<file path="config.mk">
export PLATFORM = sky130hd
export DESIGN_NAME = accel_stream_writer_flat
export DESIGN_NICKNAME = d
export VERILOG_FILES = /design/src/rtl/accel_stream_writer_if.sv /design/src/rtl/accel_stream_writer.sv /design/src/flat_wrapper.sv
export SDC_FILE = /design/constraint.sdc
export NUM_CORES = 1
export LEC_CHECK = 0
export ABC_AREA = 1
export CAP_MARGIN = 5
export CORE_ASPECT_RATIO = 1.75
export CORE_UTILIZATION = 50
export DETAILED_ROUTE_END_ITERATION = 7
export GPL_ROUTABILITY_DRIVEN = 0
export PLACE_DENSITY_LB_ADDON = 0.1
export SYNTH_ARGS = -nofsm -noshare
export SYNTH_HDL_FRONTEND = slang
export SYNTH_SLANG_ARGS = --single-unit
</file>
<file path="constraint.sdc">
create_clock -name mem_clk -period 3.5 [get_ports mem_clk]
set_clock_uncertainty 0.05 [all_clocks]
set_input_delay 0.875 -clock mem_clk [delete_from_list [all_inputs] [get_ports mem_clk]]
set_output_delay 0.875 -clock mem_clk [all_outputs]
set_load 0.03 [all_outputs]
</file>
<file path="src/rtl/accel_stream_writer_if.sv">
`default_nettype none
// ============================================================================
// Module   : accel_stream_writer_if
// Brief    : AXI-stream beat interface (tdata/tvalid/tready/tlast) feeding
//            the stream writer.
// Revision : 1.0
// ============================================================================

interface accel_stream_writer_if #(
    parameter int DATA_W = 32
) ();
    logic [DATA_W-1:0] tdata;
    logic              tvalid;
    logic              tready;
    logic              tlast;

    modport master (
        output tdata,
        output tvalid,
        output tlast,
        input  tready
    );

    modport slave (
        input  tdata,
        input  tvalid,
        input  tlast,
        output tready
    );
endinterface

`default_nettype wire

</file>
<file path="src/rtl/accel_stream_writer.sv">
`default_nettype none
// ============================================================================
// Module   : accel_stream_writer
// Brief    : Drains an AXI-stream into core memory as LEN consecutive words
//            over a single-word req/ack write port, with start/busy/done
//            control. Optional tlast checking is enabled by the macro
//            ACCEL_WR_TLAST_CHK_EN.
// Revision : 1.0
// ============================================================================

module accel_stream_writer #(
    parameter int BUFF_WORD = 32,
    parameter int ADDR_W    = 32,
    parameter int LEN_W     = 16
) (
    input  logic                 mem_clk,
    input  logic                 rst_n,
    accel_stream_writer_if.slave from_buff,
    input  logic                 start,
    input  logic                 abort,
    input  logic [ADDR_W-1:0]    base_addr,
    input  logic [LEN_W-1:0]     len_words,
    output logic                 busy,
    output logic                 done,
    output logic [LEN_W-1:0]     words_wr,
    output logic [1:0]           tlast_err,
    output logic                 mem_req,
    output logic [ADDR_W-1:0]    mem_addr,
    output logic [BUFF_WORD-1:0] mem_wdata,
    input  logic                 mem_ack
);

    localparam logic [ADDR_W-1:0] ADDR_STEP = ADDR_W'(BUFF_WORD / 8);
    localparam logic [LEN_W-1:0]  LEN_ONE   = LEN_W'(1);

    typedef enum logic [1:0] {
        IDLE      = 2'd0,
        WAIT_BEAT = 2'd1,
        WRITE     = 2'd2,
        FINISH    = 2'd3
    } state_t;

    state_t            state;
    state_t            state_next;
    logic [LEN_W-1:0]  len_q;
    logic              abort_hold;
    logic              tready;
    logic              beat_fire;
    logic              last_word;
    logic              trunc;
    logic              start_ok;
    logic              abort_now;

    // The word currently being moved is the final one of the programmed length.
    assign last_word = (words_wr == (len_q - LEN_ONE));
    assign start_ok  = (state == IDLE) && start;
    assign abort_now = abort || abort_hold;

    // ------------------------------------------------------------------------
    // Next-state and stream handshake
    // ------------------------------------------------------------------------
    always_comb begin
        state_next = state;
        tready     = 1'b0;
        beat_fire  = 1'b0;
        case (state)
            IDLE: begin
                if (start) begin
                    state_next = (len_words != '0) ? WAIT_BEAT : FINISH;
                end
            end
            WAIT_BEAT: begin
                // Abort withholds tready so no beat is half-consumed.
                tready    = !abort;
                beat_fire = from_buff.tvalid && !abort;
                if (beat_fire) begin
                    state_next = WRITE;
                end else if (abort) begin
                    state_next = IDLE;
                end
            end
            WRITE: begin
                if (mem_ack) begin
                    if (abort_now) begin
                        state_next = IDLE;
                    end else if (last_word || trunc) begin
                        state_next = FINISH;
                    end else begin
                        state_next = WAIT_BEAT;
                    end
                end
            end
            FINISH: begin
                state_next = IDLE;
            end
            default: begin
                state_next = IDLE;
            end
        endcase
    end

    assign from_buff.tready = tready;

    always_ff @(posedge mem_clk or negedge rst_n) begin
        if (!rst_n) begin
            state <= IDLE;
        end else begin
            state <= state_next;
        end
    end

    // ------------------------------------------------------------------------
    // Datapath, memory request and status
    // ------------------------------------------------------------------------
    always_ff @(posedge mem_clk or negedge rst_n) begin
        if (!rst_n) begin
            busy       <= 1'b0;
            done       <= 1'b0;
            words_wr   <= '0;
            mem_req    <= 1'b0;
            mem_addr   <= '0;
            mem_wdata  <= '0;
            len_q      <= '0;
            abort_hold <= 1'b0;
        end else begin
            done <= 1'b0;
            case (state)
                IDLE: begin
                    if (start) begin
                        mem_addr   <= base_addr;
                        len_q      <= len_words;
                        words_wr   <= '0;
                        abort_hold <= 1'b0;
                        busy       <= 1'b1;
                    end
                end
                WAIT_BEAT: begin
                    if (beat_fire) begin
                        mem_wdata <= from_buff.tdata;
                        mem_req   <= 1'b1;
                    end else if (abort) begin
                        busy <= 1'b0;
                    end
                end
                WRITE: begin
                    // An abort seen while the request is outstanding is
                    // remembered so the transfer stops after this ack.
                    if (abort) begin
                        abort_hold <= 1'b1;
                    end
                    if (mem_ack) begin
                        mem_req  <= 1'b0;
                        words_wr <= words_wr + LEN_ONE;
                        mem_addr <= mem_addr + ADDR_STEP;
                        if (abort_now) begin
                            busy <= 1'b0;
                        end
                    end
                end
                FINISH: begin
                    done <= 1'b1;
                    busy <= 1'b0;
                end
                default: begin
                    busy <= 1'b0;
                end
            endcase
        end
    end

    // ------------------------------------------------------------------------
    // Optional tlast framing check
    // ------------------------------------------------------------------------
`ifdef ACCEL_WR_TLAST_CHK_EN
    logic [1:0] tlast_err_q;
    logic       trunc_q;

    always_ff @(posedge mem_clk or negedge rst_n) begin
        if (!rst_n) begin
            tlast_err_q <= 2'b00;
            trunc_q     <= 1'b0;
        end else if (start_ok) begin
            tlast_err_q <= 2'b00;
            trunc_q     <= 1'b0;
        end else if (beat_fire) begin
            if (from_buff.tlast && !last_word) begin
                tlast_err_q[0] <= 1'b1;
                trunc_q        <= 1'b1;
            end else if (!from_buff.tlast && last_word) begin
                tlast_err_q[1] <= 1'b1;
            end
        end
    end

    assign tlast_err = tlast_err_q;
    assign trunc     = trunc_q;
`else
    assign tlast_err = 2'b00;
    assign trunc     = 1'b0;
`endif

endmodule

`default_nettype wire

</file>
<file path="src/flat_wrapper.sv">
// flat-port wrapper written by rule: the top's interface ports become plain ports
module accel_stream_writer_flat 
#(
    parameter int BUFF_WORD = 32,
    parameter int ADDR_W    = 32,
    parameter int LEN_W     = 16
)
  (mem_clk, rst_n, start, abort, base_addr, len_words, busy, done, words_wr, tlast_err, mem_req, mem_addr, mem_wdata, mem_ack, from_buff_tdata, from_buff_tvalid, from_buff_tlast, from_buff_tready);
  accel_stream_writer_if #(.DATA_W((32))) from_buff_i ();
  input  logic mem_clk;
  input  logic rst_n;
  input  logic start;
  input  logic abort;
  input  logic [ADDR_W-1:0] base_addr;
  input  logic [LEN_W-1:0] len_words;
  output logic busy;
  output logic done;
  output logic [LEN_W-1:0] words_wr;
  output logic [1:0] tlast_err;
  output logic mem_req;
  output logic [ADDR_W-1:0] mem_addr;
  output logic [BUFF_WORD-1:0] mem_wdata;
  input  logic mem_ack;
  input wire logic [$bits(from_buff_i.tdata)-1:0] from_buff_tdata;
  input wire logic [$bits(from_buff_i.tvalid)-1:0] from_buff_tvalid;
  input wire logic [$bits(from_buff_i.tlast)-1:0] from_buff_tlast;
  output wire logic [$bits(from_buff_i.tready)-1:0] from_buff_tready;
  assign from_buff_i.tdata = from_buff_tdata;
  assign from_buff_i.tvalid = from_buff_tvalid;
  assign from_buff_i.tlast = from_buff_tlast;
  assign from_buff_tready = from_buff_i.tready;
  accel_stream_writer #(.BUFF_WORD(BUFF_WORD), .ADDR_W(ADDR_W), .LEN_W(LEN_W)) u_core (.mem_clk(mem_clk), .rst_n(rst_n), .from_buff(from_buff_i), .start(start), .abort(abort), .base_addr(base_addr), .len_words(len_words), .busy(busy), .done(done), .words_wr(words_wr), .tlast_err(tlast_err), .mem_req(mem_req), .mem_addr(mem_addr), .mem_wdata(mem_wdata), .mem_ack(mem_ack));
endmodule
</file>
==> metrics.txt <==
# TYPE chip_impl_metric gauge
chip_impl_metric{name="worstPathMaxFanout",unit=""} 3
chip_impl_metric{name="row_count",unit=""} 51
chip_impl_metric{name="cts_hold_buffers",unit=""} 0
chip_impl_info{name="cts_tree",value="done"} 1
chip_impl_metric{name="crit_cells",unit=""} 5
chip_impl_metric{name="gr-usage-all-layers",unit="%"} 28.2
chip_impl_metric{name="drv_slew",unit=""} 0
chip_impl_metric{name="syn-cell-area",unit="um2"} 5730
chip_impl_metric{name="routed-via-count",unit=""} 5616
chip_impl_metric{name="drc",unit=""} 0
chip_impl_info{name="critical_path.cell_chain",value="clkdlybuf4s50_1 > inv_1 > nand2_1 > inv_1 > clkdlybuf4s50_1"} 1
chip_impl_metric{name="worst_skew_pair.late_latency",unit="ps"} 340
chip_impl_metric{name="synth_edf_count",unit=""} 0
chip_impl_metric{name="antenna_cells_inserted",unit=""} 0
chip_impl_metric{name="grt_pass1_vias",unit=""} 5647
chip_impl_metric{name="finalWorstPathRequiredPeriod",unit="ps"} 3180
chip_impl_metric{name="route.layer.met1.wl",unit="mm"} 5.85
chip_impl_metric{name="placeableCoreArea",unit="um2"} 11200
chip_impl_metric{name="layout-drive-gt1-share",unit="%"} 8.95
chip_impl_metric{name="final_cycle_share",unit="%"} 90.9
chip_impl_metric{name="io_pins",unit=""} 173
chip_impl_metric{name="cts.repair.resized",unit=""} 0
chip_impl_metric{name="die_area",unit="um2"} 11900
chip_impl_metric{name="clkSlewWorstSetupHoldPaths",unit="ps"} 70
chip_impl_metric{name="worst_hold_slack",unit="ps"} 432
chip_impl_metric{name="route.detailed.vias_per_inst",unit=""} 5.47
chip_impl_info{name="hold_path.class",value="flip-flop to flip-flop"} 1
chip_impl_metric{name="nFillCells",unit=""} 887
chip_impl_info{name="run_status",value="finished, final reports clean"} 1
chip_impl_metric{name="wl_per_cell",unit="um"} 16.3
chip_impl_metric{name="synthesis.yosys.warnings",unit=""} 0
chip_impl_metric{name="max-clock-path-buffers",unit=""} 2
chip_impl_metric{name="fp.dieW",unit="um"} 82.9
chip_impl_metric{name="number_of_instances_in_the_synthesized_netlist",unit=""} 726
chip_impl_metric{name="worst_ep_arrival_time",unit="ps"} 2260
chip_impl_metric{name="overall_routed_net_length",unit="mm"} 16.7
chip_impl_metric{name="power_per_cell_area",unit="nW/um2"} 891
chip_impl_metric{name="global_route_wire_length_before_repair",unit="mm"} 26.5
chip_impl_metric{name="floorplan.die.height",unit="um"} 144
chip_impl_metric{name="post_cts_buffers",unit=""} 0
chip_impl_metric{name="synth-seq-cells",unit=""} 102
chip_impl_metric{name="hold_violations",unit=""} 0
chip_impl_metric{name="route.met2.wl",unit="mm"} 9.23
chip_impl_info{name="clockRootBuffer",value="clkbuf_16"} 1
chip_impl_metric{name="number_of_antenna_violations_at_the_first_check_in_global_routing",unit=""} 0
chip_impl_metric{name="dr.pass1.iters",unit=""} 5
chip_impl_metric{name="htreeDepth",unit=""} 3
chip_impl_metric{name="cts.sink_count",unit=""} 102
chip_impl_info{name="startpoint_type",value="input pin"} 1
chip_impl_metric{name="first_iter_violations",unit=""} 282
chip_impl_info{name="most-common-layout-cells",value="nand2_1, clkdlybuf4s50_1, dfrtp_1"} 1
chip_impl_info{name="cp-startpoint",value="abort"} 1
chip_impl_info{name="mostFrequentLayoutCell",value="nand2_1"} 1
chip_impl_metric{name="r2r_setup_slk",unit="ps"} 1090
chip_impl_metric{name="setup_viol_count_final",unit=""} 0
chip_impl_metric{name="ir_drop",unit="uV"} 592
chip_impl_metric{name="met3WireLength",unit="um"} 816
chip_impl_metric{name="placed_cells_incl_taps",unit=""} 1010
chip_impl_info{name="rsz_0062_raised_after_global_routing",value="false"} 1
chip_impl_info{name="critical_path.endpoint_type",value="primary output"} 1
chip_impl_metric{name="port-buffer-count",unit=""} 169
chip_impl_metric{name="synthArstFlopShare",unit="%"} 100
chip_impl_info{name="setup.worst_path.end",value="from_buff_tready"} 1
chip_impl_metric{name="final_setup_tns",unit="ps"} 0
chip_impl_metric{name="power.static_leakage",unit="nW"} 3.52
chip_impl_info{name="r2r_start",value="u_core.state[0]$_DFFE_PN0P_"} 1
chip_impl_metric{name="max_freq",unit="GHz"} 0.314
chip_impl_info{name="highest_layer",value="met4"} 1
chip_impl_metric{name="global_route.overflow_total",unit=""} 0
chip_impl_metric{name="layout.cells.non_filler",unit=""} 1026
chip_impl_info{name="critical_path_class",value="input pin to primary output"} 1
chip_impl_metric{name="finish.net_count",unit=""} 979
chip_impl_metric{name="final_area",unit="um2"} 7860
chip_impl_info{name="cpLargestDelayFamily",value="buffers and inverters"} 1
chip_impl_metric{name="critical_path.n_buffers_inverters",unit=""} 4
chip_impl_metric{name="reg2regPathDepth",unit=""} 11
chip_impl_metric{name="inserted_clock_buffers",unit=""} 9
chip_impl_info{name="crit_path_top_delay_cell",value="clkdlybuf4s50_1"} 1
chip_impl_metric{name="synthDistinctLibCells",unit=""} 40
chip_impl_metric{name="max_cap_violations",unit=""} 0
chip_impl_metric{name="floorplan.initialDensity",unit="%"} 51.3
chip_impl_metric{name="postLayoutCoreUtil",unit="%"} 70.3
chip_impl_metric{name="avgSynthCellArea",unit="um2"} 7.89
chip_impl_metric{name="layout-area-overhead-vs-synth",unit="%"} 37.2
chip_impl_info{name="worstReg2RegEnd",value="u_core.state[1]$_DFFE_PN0P_"} 1
chip_impl_info{name="postSynth.topFlopCell",value="dfrtp_1"} 1
chip_impl_metric{name="hpwl",unit="mm"} 12.6
chip_impl_metric{name="critical_path_required",unit="ps"} 2570
chip_impl_metric{name="worst_path_largest_cell_delay",unit="ps"} 700
chip_impl_metric{name="max-slew-margin-rel",unit="%"} 45.4
chip_impl_metric{name="drtAntennaViolNets",unit=""} 0
chip_impl_metric{name="synth_sequential_area_ratio",unit="%"} 44.6
chip_impl_metric{name="worst-slew-pin-transition",unit="ps"} 816
chip_impl_metric{name="dpl-instance-area",unit="um2"} 7540
chip_impl_metric{name="pin_count_of_the_biggest_net_entering_global_routing",unit=""} 61
[through the flow]
| stage | setup WS [ps] | power (mW) |
|---|---|---|
| after CTS | 308 | 7.03 |
| after global placement | 327 | 5.82 |
| after global routing | 257 | 7.44 |
| final | 319 | 7.00 |
| after detailed placement | 308 | 5.93 |
| after floorplan | 1360 | 4.46 |
[routing by layer]
| layer | vias to the layer above | track usage, % |
|---|---|---|
| met5 | - | 0 |
| met4 | 0 | 17.4 |
| li1 | 2688 | - |
| met2 | 223 | 51.7 |
| met3 | 61 | 3.85 |
| met1 | 2644 | 30.5 |
[synthesized netlist by cell type, types with 2 or more instances]
library cell,count,area (um2)
buf_4,2,15.0
a21oi_1,27,135
dfrtp_1,102,2550
nand4_1,12,75.1
nand3_2,2,20.0
inv_2,2,7.51
nor2_4,2,22.5
inv_1,73,274
xor2_1,19,166
nor3b_1,3,22.5
o21ai_0,50,250
nor2_2,3,18.8
nand3_1,44,220
nor2_1,75,282
ha_1,3,37.5
o22ai_1,6,37.5
buf_2,5,25.0
o211ai_1,8,60.1
nand2_1,185,694
xnor2_1,10,87.6
clkbuf_1,14,52.6
a211oi_1,2,15.0
buf_1,3,11.3
nor3_1,12,60.1
or2_2,8,50.1
nand2_4,2,22.5
mux2_2,32,360
nor4_1,5,31.3
nand2_2,4,25.0
[report_power, final]
| group | total (mW) | switching, mW | leakage, nW | internal (mW) |
|---|---|---|---|---|
| Clock | 1.07 | 0.477 | 0.157 | 0.589 |
| Combinational | 3.70 | 2.22 | 2.10 | 1.48 |
| Sequential | 2.23 | 0.545 | 1.26 | 1.69 |
[worst min-delay path by stage]
stage | from | end | slack (ps) | cells after the start
2_1_floorplan | u_core.abort_hold$_DFFE_PN0P_ | u_core.abort_hold$_DFFE_PN0P_ | 400 | 2
3_3_place_gp | u_core.mem_addr[1]$_DFFE_PN0P_ | u_core.mem_addr[1]$_DFFE_PN0P_ | 420 | 2
3_5_place_dp | u_core.mem_addr[1]$_DFFE_PN0P_ | u_core.mem_addr[1]$_DFFE_PN0P_ | 420 | 2
4_1_cts | u_core.mem_addr[1]$_DFFE_PN0P_ | u_core.mem_addr[1]$_DFFE_PN0P_ | 440 | 2
5_1_grt | u_core.mem_wdata[24]$_DFFE_PN0P_ | u_core.mem_wdata[24]$_DFFE_PN0P_ | 480 | 1
6_report | u_core.mem_addr[1]$_DFFE_PN0P_ | u_core.mem_addr[1]$_DFFE_PN0P_ | 430 | 2
[state kept, by name, summed over array words and instances (netlist names)]
signal / cells
u_core.mem_req: 1
u_core.abort_hold: 1
u_core.len_q: 16
u_core.mem_wdata: 32
u_core.done: 1
u_core.state: 2
u_core.busy: 1
u_core.mem_addr: 32
u_core.words_wr: 16
[layout make-up]
| cell class | count | area [um2] | area share [%] |
|---|---|---|---|
| timing repair buffer | 175 | 1750 | 22.2 |
| multi-input combinational | 526 | 2790 | 35.5 |
| tap | 132 | 165 | 2.10 |
| sequential | 102 | 2550 | 32.5 |
| clock inverter | 6 | 78.8 | 1.00 |
| clock buffer | 10 | 239 | 3.04 |
| inverter | 75 | 282 | 3.58 |
[cell families (layout without fill, tap and decap cells)]
| logic type | after synthesis | count (layout) | share of synthesized area [%] |
|---|---|---|---|
| AO/OA/AOI/OAI | 100 | 100 | 9.66 |
| buffers and inverters | 99 | 266 | 6.73 |
| XOR/XNOR | 29 | 29 | 4.44 |
| other | 1 | 2 | 0.0655 |
| AND/OR/NAND/NOR | 360 | 360 | 27.6 |
| multiplexers | 32 | 32 | 6.29 |
| flip-flops | 102 | 102 | 44.6 |
| adder cells (fa/ha/maj) | 3 | 3 | 0.656 |
[worst min-delay path, stage by stage (launching register included)]
cell and delay [ps]:
dfrtp_1 350, nand2_1 50, nand2_1 50
Power figures use the tool's default switching activity.
